`config.mk`:
```
export PLATFORM = sky130hd
export DESIGN_NAME = program_memory
export DESIGN_NICKNAME = d
export VERILOG_FILES = /design/src/rtl/program_memory.sv
export SDC_FILE = /design/constraint.sdc
export NUM_CORES = 1
export LEC_CHECK = 0
export ABC_AREA = 1
export CAP_MARGIN = 20
export CORE_MARGIN = 5
export CORE_UTILIZATION = 50
export CTS_BUF_LIST = sky130_fd_sc_hd__clkbuf_8
export DETAILED_ROUTE_END_ITERATION = 16
export PLACE_DENSITY = 0.67
export RECOVER_POWER = 100
export SLEW_MARGIN = 15
export SYNTH_ARGS = -nofsm -noshare
export SYNTH_HDL_FRONTEND = slang
export SYNTH_SLANG_ARGS = --single-unit
```
`constraint.sdc`:
```
create_clock -name clk -period 2.7 [get_ports clk]
set_clock_uncertainty 0.1 [all_clocks]
set_input_delay 0.54 -clock clk [delete_from_list [all_inputs] [get_ports clk]]
set_output_delay 0.54 -clock clk [all_outputs]
set_load 0.02 [all_outputs]
```
`src/rtl/program_memory.sv`:
```
// program_memory: run-time loadable instruction RAM for the nibble CPU with a registered fetch port.
// Optional per-word even parity when PROGRAM_MEMORY_PARITY_EN is defined.
module program_memory #(
  parameter int unsigned DATA_W = 8,
  parameter int unsigned ADDR_W = 5,
  parameter int unsigned DEPTH  = 32
) (
  input  logic              clk,
  input  logic              rst_n,
  input  logic              load_start,
  input  logic              load_valid,
  input  logic [DATA_W-1:0] load_data,
  input  logic              load_last,
  output logic              load_ready,
  output logic [ADDR_W:0]   load_count,
  output logic              cpu_run,
  input  logic              fetch_en,
  input  logic [ADDR_W-1:0] fetch_addr,
  output logic              fetch_valid,
  output logic [DATA_W-1:0] fetch_data
`ifdef PROGRAM_MEMORY_PARITY_EN
  ,
  output logic              fetch_parity_err
`endif
);

`ifdef PROGRAM_MEMORY_PARITY_EN
  localparam int unsigned MemW = DATA_W + 1;
`else
  localparam int unsigned MemW = DATA_W;
`endif
  localparam logic [ADDR_W:0] DepthL  = DEPTH[ADDR_W:0];
  localparam logic [ADDR_W:0] LastIdx = DepthL - 1'b1;

  typedef enum logic [1:0] {StEmpty, StLoad, StRun} state_e;

  state_e            state_q, state_d;
  logic [ADDR_W:0]   count_q, count_d;
  logic [DEPTH-1:0]  written_q, written_d;
  logic              wr_en;
  logic [ADDR_W-1:0] wr_addr;
  logic [MemW-1:0]   wr_word;
  logic [MemW-1:0]   rd_word;
  logic              fetch_hit;
  logic              in_range;
  logic              rd_ok;

  logic [MemW-1:0] mem [DEPTH];

  // The load counter doubles as the write pointer; it only reaches DEPTH once in RUN.
  assign wr_addr    = count_q[ADDR_W-1:0];
  assign load_ready = (state_q == StLoad);
  assign cpu_run    = (state_q == StRun);
  assign load_count = count_q;

`ifdef PROGRAM_MEMORY_PARITY_EN
  assign wr_word = {^load_data, load_data};
`else
  assign wr_word = load_data;
`endif

  if (DEPTH < (1 << ADDR_W)) begin : g_range
    assign in_range = ({1'b0, fetch_addr} < DepthL);
  end else begin : g_full
    assign in_range = 1'b1;
  end

  assign rd_word = mem[fetch_addr];
  assign rd_ok   = in_range && written_q[fetch_addr];

  always_comb begin
    state_d   = state_q;
    count_d   = count_q;
    written_d = written_q;
    wr_en     = 1'b0;
    fetch_hit = 1'b0;
    unique case (state_q)
      StEmpty: begin
        if (load_start) begin
          state_d   = StLoad;
          count_d   = '0;
          written_d = '0;
        end
      end
      StLoad: begin
        if (load_start) begin
          count_d   = '0;
          written_d = '0;
        end else if (load_valid) begin
          wr_en              = 1'b1;
          written_d[wr_addr] = 1'b1;
          count_d            = count_q + 1'b1;
          if (load_last || (count_q == LastIdx)) state_d = StRun;
        end
      end
      StRun: begin
        if (load_start) begin
          state_d   = StLoad;
          count_d   = '0;
          written_d = '0;
        end else begin
          fetch_hit = fetch_en;
        end
      end
      default: state_d = StEmpty;
    endcase
  end

  always_ff @(posedge clk or negedge rst_n) begin
    if (!rst_n) begin
      state_q     <= StEmpty;
      count_q     <= '0;
      written_q   <= '0;
      fetch_valid <= 1'b0;
      fetch_data  <= '0;
    end else begin
      state_q     <= state_d;
      count_q     <= count_d;
      written_q   <= written_d;
      fetch_valid <= fetch_hit;
      if (fetch_hit) fetch_data <= rd_ok ? rd_word[DATA_W-1:0] : '0;
    end
  end

  always_ff @(posedge clk) begin
    if (wr_en) mem[wr_addr] <= wr_word;
  end

`ifdef PROGRAM_MEMORY_PARITY_EN
  always_ff @(posedge clk or negedge rst_n) begin
    if (!rst_n) fetch_parity_err <= 1'b0;
    else        fetch_parity_err <= fetch_hit && rd_ok && (^rd_word);
  end
`endif

endmodule

```
Word level (Yosys, flattened, before mapping)
Memory sizes are Yosys's and may differ from the RTL's.
Index checks and enable logic that the tools add are counted.
{"block": "word_totals", "reg_bits": 49, "mem_bits_rw": 256, "inputBits": 19, "output_inout_bits": 17, "wordCells": 51, "memories": 1}
{"name": "mem", "words": 32, "width": 8, "read_ports": 1, "rd_clocked_by_memory_dff": 0, "write_ports": 1, "line_no": "48", "source": "logic [MemW-1:0] mem [DEPTH];"}
{"block": "op_classes", "n_addsub": 1, "order_cmp": 3, "n_eq_ne": 8, "mux": 25, "n_bitwise": 1, "reduce_logical": 7}
{"operator": "32-bit 2-to-1 mux", "n": 3}
{"operator": "32-bit case mux with 2 select lines", "n": 1}
{"operator": "32-bit bitwise OR", "n": 1}
{"operator": "6-bit 2-to-1 mux", "n": 3}
{"operator": "5-bit by 6-bit < comparator with 1-bit output (second input constant)", "n": 2}
{"operator": "6-bit case mux with 2 select lines", "n": 1}
{"operator": "1-bit 2-to-1 mux", "n": 9}
{"operator": "2-bit 2-to-1 mux", "n": 4}
{"operator": "8-bit 2-to-1 mux", "n": 1}
{"operator": "6-bit by 1-bit adder with 6-bit output (second input constant)", "n": 1}
{"operator": "6-bit by 5-bit equality test with 1-bit output (second input constant)", "n": 1}
{"operator": "1-bit binary-select mux with 5-bit select", "n": 1}
{"operator": "1-bit demux with 5-bit select", "n": 1}
{"operator": "5-bit by 1-bit >= comparator with 1-bit output (second input constant)", "n": 1}
{"operator": "2-bit by 1-bit != test with 1-bit output (second input constant)", "n": 2}
{"operator": "2-bit != test (second input constant)", "n": 2}
{"operator": "2-bit case mux with 2 select lines", "n": 1}
{"operator": "4-bit AND reduction", "n": 1}
{"operator": "3-bit != test (second input constant)", "n": 1}
{"operator": "3-bit AND reduction", "n": 1}
{"operator": "2-bit by 1-bit equality test with 1-bit output (second input constant)", "n": 1}
{"operator": "2-bit equality test (second input constant)", "n": 1}
{"operator": "2-bit zero test", "n": 1}
{"operator": "2-bit nonzero test", "n": 1}
{"operator": "other kinds (3)", "n": 3}

Logic depth before layout (Yosys ltp)
Gate-level depths: netlist (run 1).
{"block": "logic_depth", "ltp_word": 8, "ltp_mapped": 14, "depth_no_buf": 11}

Worst setup path before layout (run 1)
OpenSTA, ideal clock, no wires.
{"block": "synth_timing", "kind": "register to register", "startpoint": "reg count_q[0] (netlist: load_count[0])", "endpoint": "mem mem[0][0] in the netlist's numbering (enable)", "setup_ns": 0.383, "arrival_time_ns": 1.960, "required_time_ns": 2.217, "setup_slack_ns": 0.257, "stages_incl_launch_ff": 6, "n_path_buf": 1, "path_cell_list": "dfrtp_1 -> inv_1 -> ha_1 -> clkbuf_1 -> clkinv_1 -> nor3_1"}
{"element": "start: declaration", "line_no": "38", "source": "logic [ADDR_W:0] count_q, count_d;"}
{"element": "start signal: assignment", "line_no": "118", "source": "count_q <= count_d;"}
{"element": "end: declaration", "line_no": "48"}
Straight into the memory's write port.

Worst setup path after layout (run 1)
{"block": "layout_timing", "startpoint": "in load_data[0]", "endpoint": "mem mem[29][0] in the netlist's numbering, data pin"}
{"element": "start: declaration", "line_no": "12", "source": "input logic [DATA_W-1:0] load_data,"}
Straight into the memory's write port.

==> results.json, run 1 <==
{
  "slowest_delay_ns": 1.44,
  "die-height_um": 174,
  "syn_area_per_cell_um2": 10.2,
  "finalPower_mw": 9.96,
  "die_area_um2": 30200,
  "synth.distinct_cells": 28,
  "worst-path-stages": 2,
  "syn_area_um2": 13400,
  "globalplace.congestion": 0.949,
  "root_buffer": "clkbuf_8",
  "failed_checks": "max-capacitance violations, max-slew violations",
  "clock_latency_ns": 0.57,
  "max-slew-margin-rel_pct": -35.0,
  "min_from": "written_q[29]$_DFFE_PN0P_",
  "layout_common_cells": "nand2_1, edfxtp_1, nand3_1, inv_1, nor2_1",
  "crit_path_max_fanout": 32,
  "wl_per_cell_um": 19.5,
  "avgViaCountPerCell": 5.45,
  "antenna_found_initial": 0,
  "fin_crit_ns": 2.56,
  "cp.arrival_ns": 2.52,
  "initial_core_util_pct": 50.3,
  "yosysWarnings": 0,
  "grt_pass1_wl_mm": 53.3,
  "p_leak_nw": 6.30,
  "core_area_um2": 26700,
  "vias": 9678,
  "rsz0062_at_grt": "false",
  "cp.required_ns": 2.66,
  "layout-drive-gt1-share_pct": 7.38,
  "p_per_area_nw_per_um2": 660,
  "cpLargestDelayFamily": "buffers and inverters",
  "timing.fmax_ghz": 0.391,
  "antennaDiodeCount": 0,
  "htreeDepth": 2,
  "cts_tree": "built",
  "area_growth_pct": 12.6,
  "drv_cap": 5,
  "cts_buffer_depth": 3,
  "cts.sinks": 305,
  "die_w_um": 174,
  "cp-end-kind": "flip-flop",
  "grt_overflow": 0,
  "grt_pass1_vias": 9463,
  "synth_fp_nets": 1332,
  "tightest_slew_ns": 2.02,
  "grt_max_degree": 105,
  "remaining_drc_errors": 0,
  "worstHoldPathCells": 2,
  "outcome": "finished with violations",
  "vdd_drop_max_v": 0.000476,
  "hold_path_end": "written_q[29]$_DFFE_PN0P_",
  "cts_buffers": 49,
  "final_antenna_net_count": 0,
  "hold_viol_final": 0,
  "seq_area_um2": 8910,
  "r2r_slack_ns": 0.31,
  "drt_wl_total_mm": 34.6,
  "r2r-end": "mem[19][4]$_DFFE_PP_",
  "syn_inst": 1309,
  "r2r-start": "load_count[4]$_DFFE_PN0P_",
  "ys_seq_elements": 305,
  "worst-path-buf-inv": 2,
  "nets": 1424,
  "firstDrtPassIters": 5,
  "yosysSeqAreaShare_pct": 66.5,
  "period_share_pct": 94.8,
  "slowest_stage": "clkbuf_1",
  "critical_path_class": "primary input to flip-flop",
  "dpl.hpwl_mm": 21.7,
  "setup_viol": 0,
  "clkTransAtPathRegs_ns": 0.06,
  "place.port_buffers": 35,
  "timing.setup.tns_ns": 0,
  "rows": 60,
  "grt.total_usage_pct": 22.6,
  "io_pins": 36,
  "crit_path_cell_trace": "dlygate4sd3_1 -> clkbuf_1",
  "reg2regPathDepth": 7,
  "slew_viol_final": 132,
  "final_common_cell": "nand2_1",
  "start_kind": "primary input",
  "first_iter_violations": 1269,
  "nFillCells": 2298,
  "multiInputGateArea_um2": 3460,
  "hold_path_class": "flip-flop to flip-flop"
}
-- cell usage after synthesis (all sizes together) --
master	instances	share of area, %
a211oi	1	0.056
a21oi	5	0.19
a31oi	29	1.4
buf	59	3.3
clkbuf	12	0.34
clkinv	8	0.22
dfrtp	49	9.1
edfxtp	256	57
ha	4	0.37
inv	129	3.7
nand2	445	12
nand3	184	6.9
nor2	66	1.9
nor3	31	1.3
nor4b	1	0.065
o211a	1	0.075
o211ai	15	0.84
o21a	1	0.056
o21ai	13	0.49
-- power by group --
group	internal, mW	switching, mW
clock	1.90	1.75
sequential	5.18	0.0453
combinational	0.325	0.757
total	7.40	2.55
-- cells by family (layout without fill, tap and decap cells) --
family,Yosys count,count (layout),share of synthesized area (%)
DFF,305,305,66.5
AOI/OAI and AO/OA,65,65,3.05
adders and majority gates,4,4,0.373
and+or+nand+nor,727,727,22.6
buffers and inverters,208,335,7.48
-- how the worst max path moves through the flow --
| stage | slack [ns] | from | to |
|---|---|---|---|
| after global routing | 0.09 | state_q[0]$_DFFE_PN0P_ | mem[2][7]$_DFFE_PP_ |
| after CTS | 0.22 | state_q[0]$_DFFE_PN0P_ | cpu_run |
| after global placement | 0.22 | load_valid | mem[25][4]$_DFFE_PP_ |
| final | 0.14 | load_data[0] | mem[29][0]$_DFFE_PP_ |
| after floorplan | 0.26 | load_count[0]$_DFFE_PN0P_ | mem[0][0]$_DFFE_PP_ |
| after detailed placement | 0.22 | fetch_addr[2] | fetch_data[5]$_DFFE_PN0P_ |
-- metrics by stage --
stage	setup slack (ns)	utilization [%]	hold slack (ns)	instance area, um^2	std cells
floorplan	0.257	-	0.144	13400	1309
finish	0.141	56.6	0.395	15100	1777
global route	0.0874	56.6	0.416	15100	1777
global placement	0.219	54.0	0.376	14400	1690
detailed placement	0.223	54.0	0.383	14400	1690
CTS	0.218	57.3	0.396	15300	1777
-- per-layer routing --
metal	up-vias	wire (um)	global-route usage, %
met2	442	16600	36.0
met4	0	963	7.62
met1	4620	14500	31.9
met3	71	2540	3.79
met5	-	0	0
li1	4545	-	-
-- final cells by class --
type	instances	area share (%)
Clock buffer	50	4.56
Clock inverter	36	1.31
Inverter	137	3.44
Multi-Input combinational cell	796	22.9
Sequential cell	305	59.1
Tap cell	341	2.83
Timing Repair Buffer	112	5.87
-- what timing repair did --
item                                   CTS  global route
hold buffers                             1             0
endpoints found under the hold margin   22             0
resized for setup                        0             0
setup buffers                            0             0
-- registers in the layout, summed over array words and instances (netlist names) --
register     cells
mem            256
state_q          2
written_q       32
fetch_data       8
load_count       6
fetch_valid      1
Power figures use the tool's default switching activity.
==> inputs of run 2 (changes only) <==
- ABC_CLOCK_PERIOD_IN_PS: default -> 2700
- CTS_CLUSTER_SIZE: default -> 14
==> results of run 2 <==
Final layout, timing and power as in run 1 (identical DEF).
